**config.mk**
```make
export PLATFORM = sky130hd
export DESIGN_NAME = dsp_result_buffer
export DESIGN_NICKNAME = d
export VERILOG_FILES = /design/src/rtl/dsp_result_buffer_pkg.sv /design/src/rtl/dsp_result_ram.sv /design/src/rtl/dsp_result_buffer.sv
export SDC_FILE = /design/constraint.sdc
export NUM_CORES = 1
export LEC_CHECK = 0
export ABC_AREA = 1
export BUFFER_PORTS_ARGS = -buffer_cell sky130_fd_sc_hd__buf_4
export CAP_MARGIN = 20
export CELL_PAD_IN_SITES_DETAIL_PLACEMENT = 0
export CELL_PAD_IN_SITES_GLOBAL_PLACEMENT = 2
export CORE_MARGIN = 10
export CORE_UTILIZATION = 37
export CTS_CLUSTER_DIAMETER = 100
export DETAILED_ROUTE_END_ITERATION = 16
export GPL_ROUTABILITY_DRIVEN = 0
export PLACE_DENSITY = 0.82
export SLEW_MARGIN = 20
export SYNTH_ARGS = -nofsm -noshare
export SYNTH_HDL_FRONTEND = slang
export SYNTH_SLANG_ARGS = --single-unit
```
**constraint.sdc**
```tcl
create_clock -name clk -period 4.45 [get_ports clk]
set_input_delay 0.445 -clock clk [delete_from_list [all_inputs] [get_ports clk]]
set_output_delay 0.445 -clock clk [all_outputs]
set_load 0.02 [all_outputs]
```
**src/rtl/dsp_result_buffer_pkg.sv**
```systemverilog
// Shared definitions for the DSP output-side blocks.
// Holds the default result width and the pointer/count width rules.
package dsp_result_buffer_pkg;

   localparam int unsigned DSP_P_WIDTH = 48;

   // Address width for a storage array of the given depth.
   function automatic int unsigned ptr_width(input int unsigned depth);
      return (depth > 1) ? $clog2(depth) : 1;
   endfunction

   // Occupancy counters need to represent 0..depth inclusive.
   function automatic int unsigned count_width(input int unsigned depth);
      return $clog2(depth) + 1;
   endfunction

endpackage

```
**src/rtl/dsp_result_ram.sv**
```systemverilog
// DEPTH x WIDTH register array with a synchronous write and a combinational read.
// Contents are not reset; the control logic masks stale data.
module dsp_result_ram
   import dsp_result_buffer_pkg::*;
#(
   parameter int unsigned WIDTH = DSP_P_WIDTH,
   parameter int unsigned DEPTH = 4,
   parameter int unsigned AW    = ptr_width(DEPTH)
) (
   input  logic             clk,
   input  logic             i_we,
   input  logic [AW-1:0]    i_wr_addr,
   input  logic [WIDTH-1:0] i_wr_data,
   input  logic [AW-1:0]    i_rd_addr,
   output logic [WIDTH-1:0] o_rd_data
);

   logic [WIDTH-1:0] r_mem [DEPTH];

   always_ff @(posedge clk) begin
      if (i_we) r_mem[i_wr_addr] <= i_wr_data;
   end

   assign o_rd_data = r_mem[i_rd_addr];

endmodule

```
**src/rtl/dsp_result_buffer.sv**
```systemverilog
// Small FIFO draining registered DSP results to a downstream consumer.
// Valid/ready on both sides, clock-enable gating and a sticky overflow flag.
module dsp_result_buffer
   import dsp_result_buffer_pkg::*;
#(
   parameter int unsigned WIDTH = DSP_P_WIDTH,
   parameter int unsigned DEPTH = 4
) (
   input  logic                          clk,
   input  logic                          rst,
   input  logic                          CE,
   input  logic                          in_valid,
   input  logic [WIDTH-1:0]              in_data,
   output logic                          in_ready,
   output logic                          out_valid,
   output logic [WIDTH-1:0]              out_data,
   input  logic                          out_ready,
   output logic [count_width(DEPTH)-1:0] count,
   output logic                          overflow
);

   localparam int unsigned AW = ptr_width(DEPTH);
   localparam int unsigned CW = count_width(DEPTH);

   logic [AW-1:0]    r_wr_ptr;
   logic [AW-1:0]    r_rd_ptr;
   logic [CW-1:0]    r_count;
   logic             r_overflow;
   logic             w_wr;
   logic             w_rd;
   logic             w_drop;
   logic [WIDTH-1:0] w_rd_data;

   // Flow control decodes only from registered occupancy.
   assign in_ready  = (r_count != CW'(DEPTH));
   assign out_valid = (r_count != '0);
   assign w_wr      = CE & in_valid & in_ready;
   assign w_rd      = CE & out_valid & out_ready;
   assign w_drop    = CE & in_valid & ~in_ready;

   assign out_data  = out_valid ? w_rd_data : '0;
   assign count     = r_count;
   assign overflow  = r_overflow;

   dsp_result_ram #(
      .WIDTH (WIDTH),
      .DEPTH (DEPTH),
      .AW    (AW)
   ) u_ram (
      .clk       (clk),
      .i_we      (w_wr),
      .i_wr_addr (r_wr_ptr),
      .i_wr_data (in_data),
      .i_rd_addr (r_rd_ptr),
      .o_rd_data (w_rd_data)
   );

   // Pointers wrap naturally because DEPTH is a power of two.
   always_ff @(posedge clk or posedge rst) begin
      if (rst) begin
         r_wr_ptr   <= '0;
         r_rd_ptr   <= '0;
         r_count    <= '0;
         r_overflow <= 1'b0;
      end else if (CE) begin
         if (w_wr) r_wr_ptr <= r_wr_ptr + AW'(1);
         if (w_rd) r_rd_ptr <= r_rd_ptr + AW'(1);
         case ({w_wr, w_rd})
            2'b10:   r_count <= r_count + CW'(1);
            2'b01:   r_count <= r_count - CW'(1);
            default: r_count <= r_count;
         endcase
         if (w_drop) r_overflow <= 1'b1;
      end
   end

endmodule

```
# Word level (Yosys, flattened, before mapping)
# Memories as Yosys holds them, arrays and structs flattened.
# Cells that the tools add are included.
[word_totals] register_bits=8 ram_bits=192 in_bits=53 word_cells=28 mem_count=1
[classes] add_sub_neg=4 n_eq_ne=3 mux=4 bitwise_logic=6 reduce_logical=6
[memory_table] memory="u_ram.r_mem" depth=4 word_bits=48 rd=1 rd_ports_with_merged_regs=0 write_ports=1 line="dsp_result_ram.sv:18" rtl="logic [WIDTH-1:0] r_mem [DEPTH];"
[ops] cell="48-bit 2-to-1 mux" count=1
[ops] cell="2-bit AND reduction" count=4
[ops] cell="3-bit one-hot mux with 2 select lines" count=1
[ops] cell="1-bit AND" count=5
[ops] cell="2-bit by 1-bit adder with 2-bit output (second input constant)" count=2
[ops] cell="3-bit by 1-bit adder with 3-bit output (second input constant)" count=1
[ops] cell="3-bit != test (second input constant)" count=1
[ops] cell="3-bit nonzero test" count=1
[ops] cell="3-bit by 1-bit subtractor with 3-bit output (second input constant)" count=1
[ops] cell="2-bit by 1-bit equality test with 1-bit output (second input constant)" count=1
[ops] cell="2-bit equality test (second input constant)" count=1
[ops] cell="1-bit 2-to-1 mux" count=2
[ops] cell="2-bit nonzero test" count=1
[ops] cell="1-bit inverter" count=1

# Logic depth before layout (Yosys ltp)
# Gate-level depths: netlist of run 1.
[depth] ltp_word=6 mapped_depth=12 depth_no_buf=12

# Cells and area by module
# From an unflattened synthesis of run 1, not the netlist that was laid out.
[unflattened] hier_cells=917 area_unflattened_um2=9127.5
[by_module_without_submodules] mod="dsp_result_ram" n_inst=1 cells_each=760 area_each_um2=8096.5 seq_area_each_um2=5765.5
[by_module_without_submodules] mod="dsp_result_buffer" n_inst=1 cells_each=157 area_each_um2=1031.0 seq_area_each_um2=200.2

# Least setup slack after synthesis of run 1
# Ideal clock, no wire load.
[synth_timing] path_kind="reg-to-reg" start="reg r_count[0], in the netlist count[0]" end="mem u_ram.r_mem[0][0] (netlist name), enable pin" setup_ns=0.454 arrival_time_ns=3.071 slack_ns=0.925 path_stages_with_launch=5 path_cell_list="dfrtp_1 -> nor2_1 -> nand2_1 -> nand2_1 -> nor2_1"
[synth_via] elab_chain_len=4
[synth_rtl] item="start, declared" line="dsp_result_buffer.sv:27" rtl="logic [CW-1:0] r_count;"
[synth_rtl] item="start signal, assigned" line="dsp_result_buffer.sv:69" rtl="2'b10: r_count <= r_count + CW'(1);"
[synth_rtl] item="start signal, assigned" line="dsp_result_buffer.sv:70" rtl="2'b01: r_count <= r_count - CW'(1);"
[synth_rtl] item="start signal, assigned" line="dsp_result_buffer.sv:71" rtl="default: r_count <= r_count;"
[synth_rtl] item="3-bit != test" line="dsp_result_buffer.sv:35" rtl="assign in_ready = (r_count != CW'(DEPTH));"
[synth_rtl] item="named net in_ready" line="dsp_result_buffer.sv:14" rtl="output logic in_ready,"
[synth_rtl] item="1-bit AND" line="dsp_result_buffer.sv:37" rtl="assign w_wr = CE & in_valid & in_ready;"
[synth_rtl] item="1-bit 2-to-1 mux" line="dsp_result_ram.sv:21" rtl="if (i_we) r_mem[i_wr_addr] <= i_wr_data;"
[synth_rtl] item="1-bit 2-to-1 mux (implied by the code)" line="dsp_result_ram.sv:21"
[synth_rtl] item="end, declared" line="dsp_result_ram.sv:18"
# The timed path passes the listed nets, and every way through them passes these cells.

# Worst setup path in the final report of run 1
[layout_timing] start="reg r_count[0], in the netlist count[0]" end="out out_data[22]"
[layout_via] elab_chain_len=2
[layout_rtl] item="3-bit nonzero test" line="dsp_result_buffer.sv:36" rtl="assign out_valid = (r_count != '0);"
[layout_rtl] item="48-bit 2-to-1 mux" line="dsp_result_buffer.sv:41" rtl="assign out_data = out_valid ? w_rd_data : '0;"
[layout_rtl] item="end, declared" line="dsp_result_buffer.sv:16" rtl="output logic [WIDTH-1:0] out_data,"
# No other way between the ends.

==> flow_metrics.tcl, run 1 <==
set metrics [dict create \
    syn_avg_cell_area_sq_um 10.5 \
    cp.arrival_ns 2.44 \
    synth_top_family_by_area "simple AND/OR/NAND/NOR gates" \
    drc 0 \
    via_per_inst 4.36 \
    fin_crit_sh_pct 64.8 \
    net-switching-power_mw 2.55 \
    cap_viol_max_count 0 \
    seq_power_share_pct 35.8 \
    synth_top_area_share_pct 66.5 \
    io_buffers 106 \
    fin_crit_ns 2.88 \
    r2r_cells 5 \
    htreeDepth 4 \
    synth_seq_cells 200 \
    ctsResizeCount 0 \
    critPathLaunchType "register" \
    die_width_um 173 \
    syn-num-nets 884 \
    hold_viol 0 \
    hp-class "in2reg" \
    max_freq_mhz 347 \
    whs_path_depth 1 \
    vias 5442 \
    synth.largest_area_cell "edfxtp_1" \
    drv_slew 0 \
    die-area_sq_mm 0.0299 \
    synth_ff_type "edfxtp_1" \
    worstSetupPathType "reg2out" \
    syn_inst 825 \
    cts_root_buffer "clkbuf_16" \
    power_frac_clock_pct 23.3 \
    final_cells 1248 \
    power.density_mw_per_mm2 632 \
    rsz0062_at_grt "no" \
    crit_fanout 48 \
    worst_slew_pin_slew_ns 1.06 \
    antenna_cells 0 \
    power_switching_share_pct 39.0 \
    slew-limit-headroom_pct 29.1 \
    antenna_found_initial 0 \
    synthTopCellsByArea "edfxtp_1, inv_1, nand2_1, nand3_1, a21oi_1" \
    dr.pass1.iters 5 \
    grt_pass1_vias 5499 \
    grt_pass1_wl_mm 30.3 \
    grt_overflow 0 \
    fin_tns_setup_ns 0 \
    dp_hpwl_mm 11.6 \
    setup_viol 0 \
    synthTopCellsByCount "inv_1, nand2_1, edfxtp_1" \
    dpl_cell_area_sq_mm 0.00972 \
    finalWorstSetupSlack_ns 1.57 \
    synth_cell_types 19 \
    clock_skew_ns 0.0126 \
    core_area_sq_mm 0.0228 \
    wl_per_cell_um 15.3 \
    cts.sinks 200 \
    path_clk_slew_ns 0.08 \
    postRouteAntennaNets 0 \
    final_nets 981 \
    post-cts-setup-buffer-count 0 \
    clk_path_buf_depth 2 \
    synth-simple-area-share_pct 15.4 \
    drive_gt1_share_pct 16.6 \
    synth_edf_count 192 \
    p_int_mw 3.98 \
    irDropWorstVdd_mv 0.397 \
    synth_xor_area_share_pct 0.101 \
    status "finished, final reports clean" \
    ys_async_sr_fraction_pct 4.00 \
    pwr-share-comb_pct 40.9 \
    p_leak_nw 4.61 \
    grt_max_degree 99 \
    dpl.cell_count 1215 \
    rows 55 \
    syn_to_final_growth_pct 19.2 \
    initial_utilization_pct 37.9 \
    cts_buffers 17 \
    synthAdderAreaFrac_pct 0.953 \
    synth_compound_area_share_pct 2.92 \
    cp.required_ns 4.01 \
    whs_ns 0.218 \
    seq_area_frac_synth_pct 68.9 \
    clkLatencyLatePin_ns 0.43 \
    die_h_um 173 \
    pre_cts_ws_ns 1.66 \
    final_cell_area_sq_mm 0.0103 \
    cts_tree "done" \
    synthMuxAreaShare_pct 0 \
    grt_use_total_pct 12.7 \
    yosys_warnings 0 \
    synth_area_sq_mm 0.00866 \
    drtIter0Drc 311 \
    ioPinCount 107 \
    end_kind "primary output" \
    drt-total-wl_mm 19.2 \
]
## metal layers
metal / track usage (%) / wire, um
met5: 0 / 0
met4: 3.23 / 180
met3: 3.31 / 843
met2: 20.7 / 9080
met1: 16.4 / 9050
## logic make-up (layout without fill, tap and decap cells)
group	after synthesis	count (layout)
and+or+nand+nor	320	320
buffers and inverters	248	358
DFF	200	200
AOI/OAI and AO/OA	50	50
adders and majority gates	6	6
xor gates and xnor gates	1	1
## worst paths after layout
| kind | start | slack [ns] | end |
|---|---|---|---|
| worst max-delay path | count[0] | 1.57 | out_data[22] |
| worst min-delay path | in_data[26] | 0.22 | u_ram.r_mem[2][26] |
| worst max register to register | count[0] | 1.82 | u_ram.r_mem[3][39] |
| worst min register to register | overflow | 0.48 | overflow |
| max in group asynchronous | rst | 3.65 | r_rd_ptr[0] |
| min in group asynchronous | rst | 0.52 | count[1] |
## per-stage QoR
step	power [mW]	util, %
floorplan	4.10	-
global placement	5.12	42.6
detailed placement	5.13	42.6
CTS	6.65	45.2
global route	6.96	45.2
finish	6.53	45.2
## power by group through the flow
stage | registers [mW] | clock network (mW) | logic (mW)
3_5_place_dp | 2.38 | 0 | 2.75
2_1_floorplan | 2.39 | 0 | 1.71
4_1_cts | 2.34 | 1.56 | 2.76
5_1_grt | 2.36 | 1.63 | 2.97
6_report | 2.34 | 1.52 | 2.67
3_3_place_gp | 2.38 | 0 | 2.74
## registers in the layout, indices dropped and copies added (netlist names)
name	flops
u_ram.r_mem	192
count	3
r_rd_ptr	2
r_wr_ptr	2
overflow	1
## cell usage in the layout (no fill, tap or decap)
| master | instances |
|---|---|
| nand3_1 | 101 |
| clkinvlp_4 | 2 |
| inv_2 | 2 |
| nand2_2 | 1 |
| clkinv_8 | 2 |
| clkinv_2 | 1 |
| ha_1 | 5 |
| dlygate4sd3_1 | 1 |
| o21bai_1 | 1 |
| nor2_4 | 4 |
| a21oi_1 | 49 |
| nand4_1 | 3 |
| nor2_1 | 3 |
| inv_8 | 3 |
| fa_1 | 1 |
| clkinv_4 | 4 |
| dfrtp_4 | 1 |
| inv_1 | 208 |
| buf_4 | 113 |
| buf_6 | 1 |
| xor2_1 | 1 |
| bufinv_16 | 1 |
| edfxtp_1 | 192 |
| nand2_1 | 208 |
| dfrtp_2 | 1 |
| inv_6 | 2 |
| clkbuf_1 | 1 |
| dfrtp_1 | 6 |
| clkbuf_16 | 17 |
## area by class of cell
type,count,area [sq um]
Timing Repair Buffer,115,870
Clock buffer,18,429
Sequential cell,200,5970
Clock inverter,14,164
Fill cell,2188,12500
Inverter,211,793
Multi-Input combinational cell,377,1710
Tap cell,313,392
## repair_timing
action | 4_1_cts | 5_1_grt
hold endpoints to repair | 8 | 0
endpoints found under the setup margin | 0 | 0
hold buffers | 1 | 0
## worst max-delay path, cell delays in order, from the launching register on
cell and delay (ns):
dfrtp_1 0.42, nor2_1 0.18, nand2_2 0.13, inv_2 0.77, a21oi_1 0.24, buf_4 0.24
No activity file was read; power rests on OpenSTA's default activity.
==> inputs of run 2 (changes only) <==
CORE_UTILIZATION = 34   (was 37)
PLACE_DENSITY = 0.8   (was 0.82)
clock period = 2.62 ns   (was 4.45 ns; I/O delays follow)
==> flow_metrics.tcl, run 2 (same netlist as run 1, synthesis figures left out) <==
set metrics [dict create \
    postCtsHoldBufs 1 \
    r2r_cells 10 \
    hold_end "u_ram.r_mem[0][39]" \
    final_cell_area_sq_mm 0.0104 \
    fin_crit_sh_pct 90.5 \
    drive_gt1_share_pct 17.4 \
    post-cts-setup-buffer-count 0 \
    busiest_layer "met2" \
    antenna_cells 0 \
    cp.arrival_ns 2.11 \
    power.density_mw_per_mm2 1070 \
    cts_tree "done" \
    slew-limit-headroom_pct 53.8 \
    grt_use_total_pct 12.2 \
    pwr-share-comb_pct 41.8 \
    power_switching_share_pct 38.7 \
    p_leak_nw 4.65 \
    crit_fanout 56 \
    worst_slew_pin_slew_ns 0.693 \
    dpl_cell_area_sq_mm 0.00986 \
    dp_hpwl_mm 11.8 \
    wl_per_cell_um 15.5 \
    cap_viol_max_count 0 \
    clk_path_buf_depth 2 \
    p_total_mw 11.1 \
    hold_viol 0 \
    io_buffers 106 \
    drtIter0Drc 294 \
    hp-class "in2reg" \
    rows 58 \
    setup_viol 0 \
    irDropWorstVdd_mv 0.545 \
    core_area_sq_mm 0.0251 \
    status "finished, final reports clean" \
    reg2reg_from "count[0]" \
    fin_util_pct 41.5 \
    grt_overflow 0 \
    cts_buffers 17 \
    ioPinCount 107 \
    worstSetupPathType "reg2out" \
    dr.pass1.iters 4 \
    via_per_inst 4.31 \
    drt-total-wl_mm 19.7 \
    die_width_um 180 \
    p_int_mw 6.83 \
    fin_tns_setup_ns 0 \
    grt_pass1_wl_mm 31.0 \
    cts_root_buffer "clkbuf_16" \
    drv_slew 0 \
    drc 0 \
    antenna_found_initial 2 \
    power_frac_clock_pct 22.1 \
    grt_max_degree 57 \
    cp.required_ns 2.36 \
    end_kind "primary output" \
    postRouteAntennaNets 0 \
    pre_cts_ws_ns 0.652 \
    clock_skew_ns 0.0100 \
    clkLatencyLatePin_ns 0.43 \
    htreeDepth 4 \
    grt_pass1_vias 5447 \
    use_met2_pct 19.8 \
    vias 5496 \
    die-area_sq_mm 0.0323 \
    final_nets 992 \
    critPathLaunchType "register" \
    hp-start "in_data[39]" \
    reg2reg_slack_ns 0.67 \
    largest_register "u_ram.r_mem" \
    initial_utilization_pct 34.5 \
    finalWorstSetupSlack_ns 0.249 \
    final_cells 1275 \
    whs_ns 0.0312 \
    grt_use_met3_pct 3.65 \
    timing.rr.end "count[2]" \
    largest_reg_flops 192 \
    dpl.cell_count 1243 \
    die_h_um 180 \
    syn_to_final_growth_pct 20.3 \
    use_met1_pct 15.3 \
    whs_path_depth 1 \
    net-switching-power_mw 4.31 \
    ctsResizeCount 0 \
    seq_power_share_pct 36.0 \
    cts.sinks 200 \
    path_clk_slew_ns 0.07 \
    fin_crit_ns 2.37 \
    max_freq_mhz 422 \
    rsz0062_at_grt "no" \
    final_cell_mix "nand2_1, inv_1, edfxtp_1" \
]
## run 2: cell count changes in the layout (fill, tap and decap cells not counted), sizes merged
cell      change
clkinvlp      +4
buf          +11
inv           -1
clkbuf        +1
clkinv        -5
## run 2: cell type report
cell class,count,area [sq um]
Timing Repair Buffer,126,986
Tap cell,330,413
Fill cell,2442,14700
Sequential cell,200,5970
Multi-Input combinational cell,377,1710
Clock inverter,12,120
Inverter,211,793
Clock buffer,19,433
## run 2: worst max-delay path by stage
stage                           start           endpoint  depth (start not counted)
after floorplan              count[0]  u_ram.r_mem[0][0]                          4
after global placement    r_rd_ptr[0]        out_data[5]                          6
after detailed placement  r_rd_ptr[0]       out_data[27]                          6
after CTS                 r_rd_ptr[0]       out_data[27]                          6
after global routing      r_rd_ptr[0]       out_data[12]                          6
final                     r_rd_ptr[0]       out_data[27]                          6
## run 2: worst max-delay path, stage by stage (launching register included)
cell	delay, ns
dfrtp_4	0.59
clkinv_2	0.09
buf_4	0.49
nand2_1	0.11
nand3_1	0.10
a21oi_1	0.12
buf_4	0.18
## run 2: metal layers
metal	vias to the layer above	wire length (um)	part of all wire, %
li1	2816	-	-
met1	2569	9180	47
met2	94	9370	47
met3	13	959	4.9
met4	4	174	0.88
met5	-	40	0.20
## run 2: power by group through the flow
stage | Sequential [mW] | Clock (mW) | Combinational, mW
6_report | 4.01 | 2.47 | 4.66
5_1_grt | 4.05 | 2.66 | 5.17
4_1_cts | 4.02 | 2.53 | 4.79
3_5_place_dp | 4.09 | 0 | 4.77
3_3_place_gp | 4.08 | 0 | 4.78
2_1_floorplan | 4.06 | 0 | 2.91
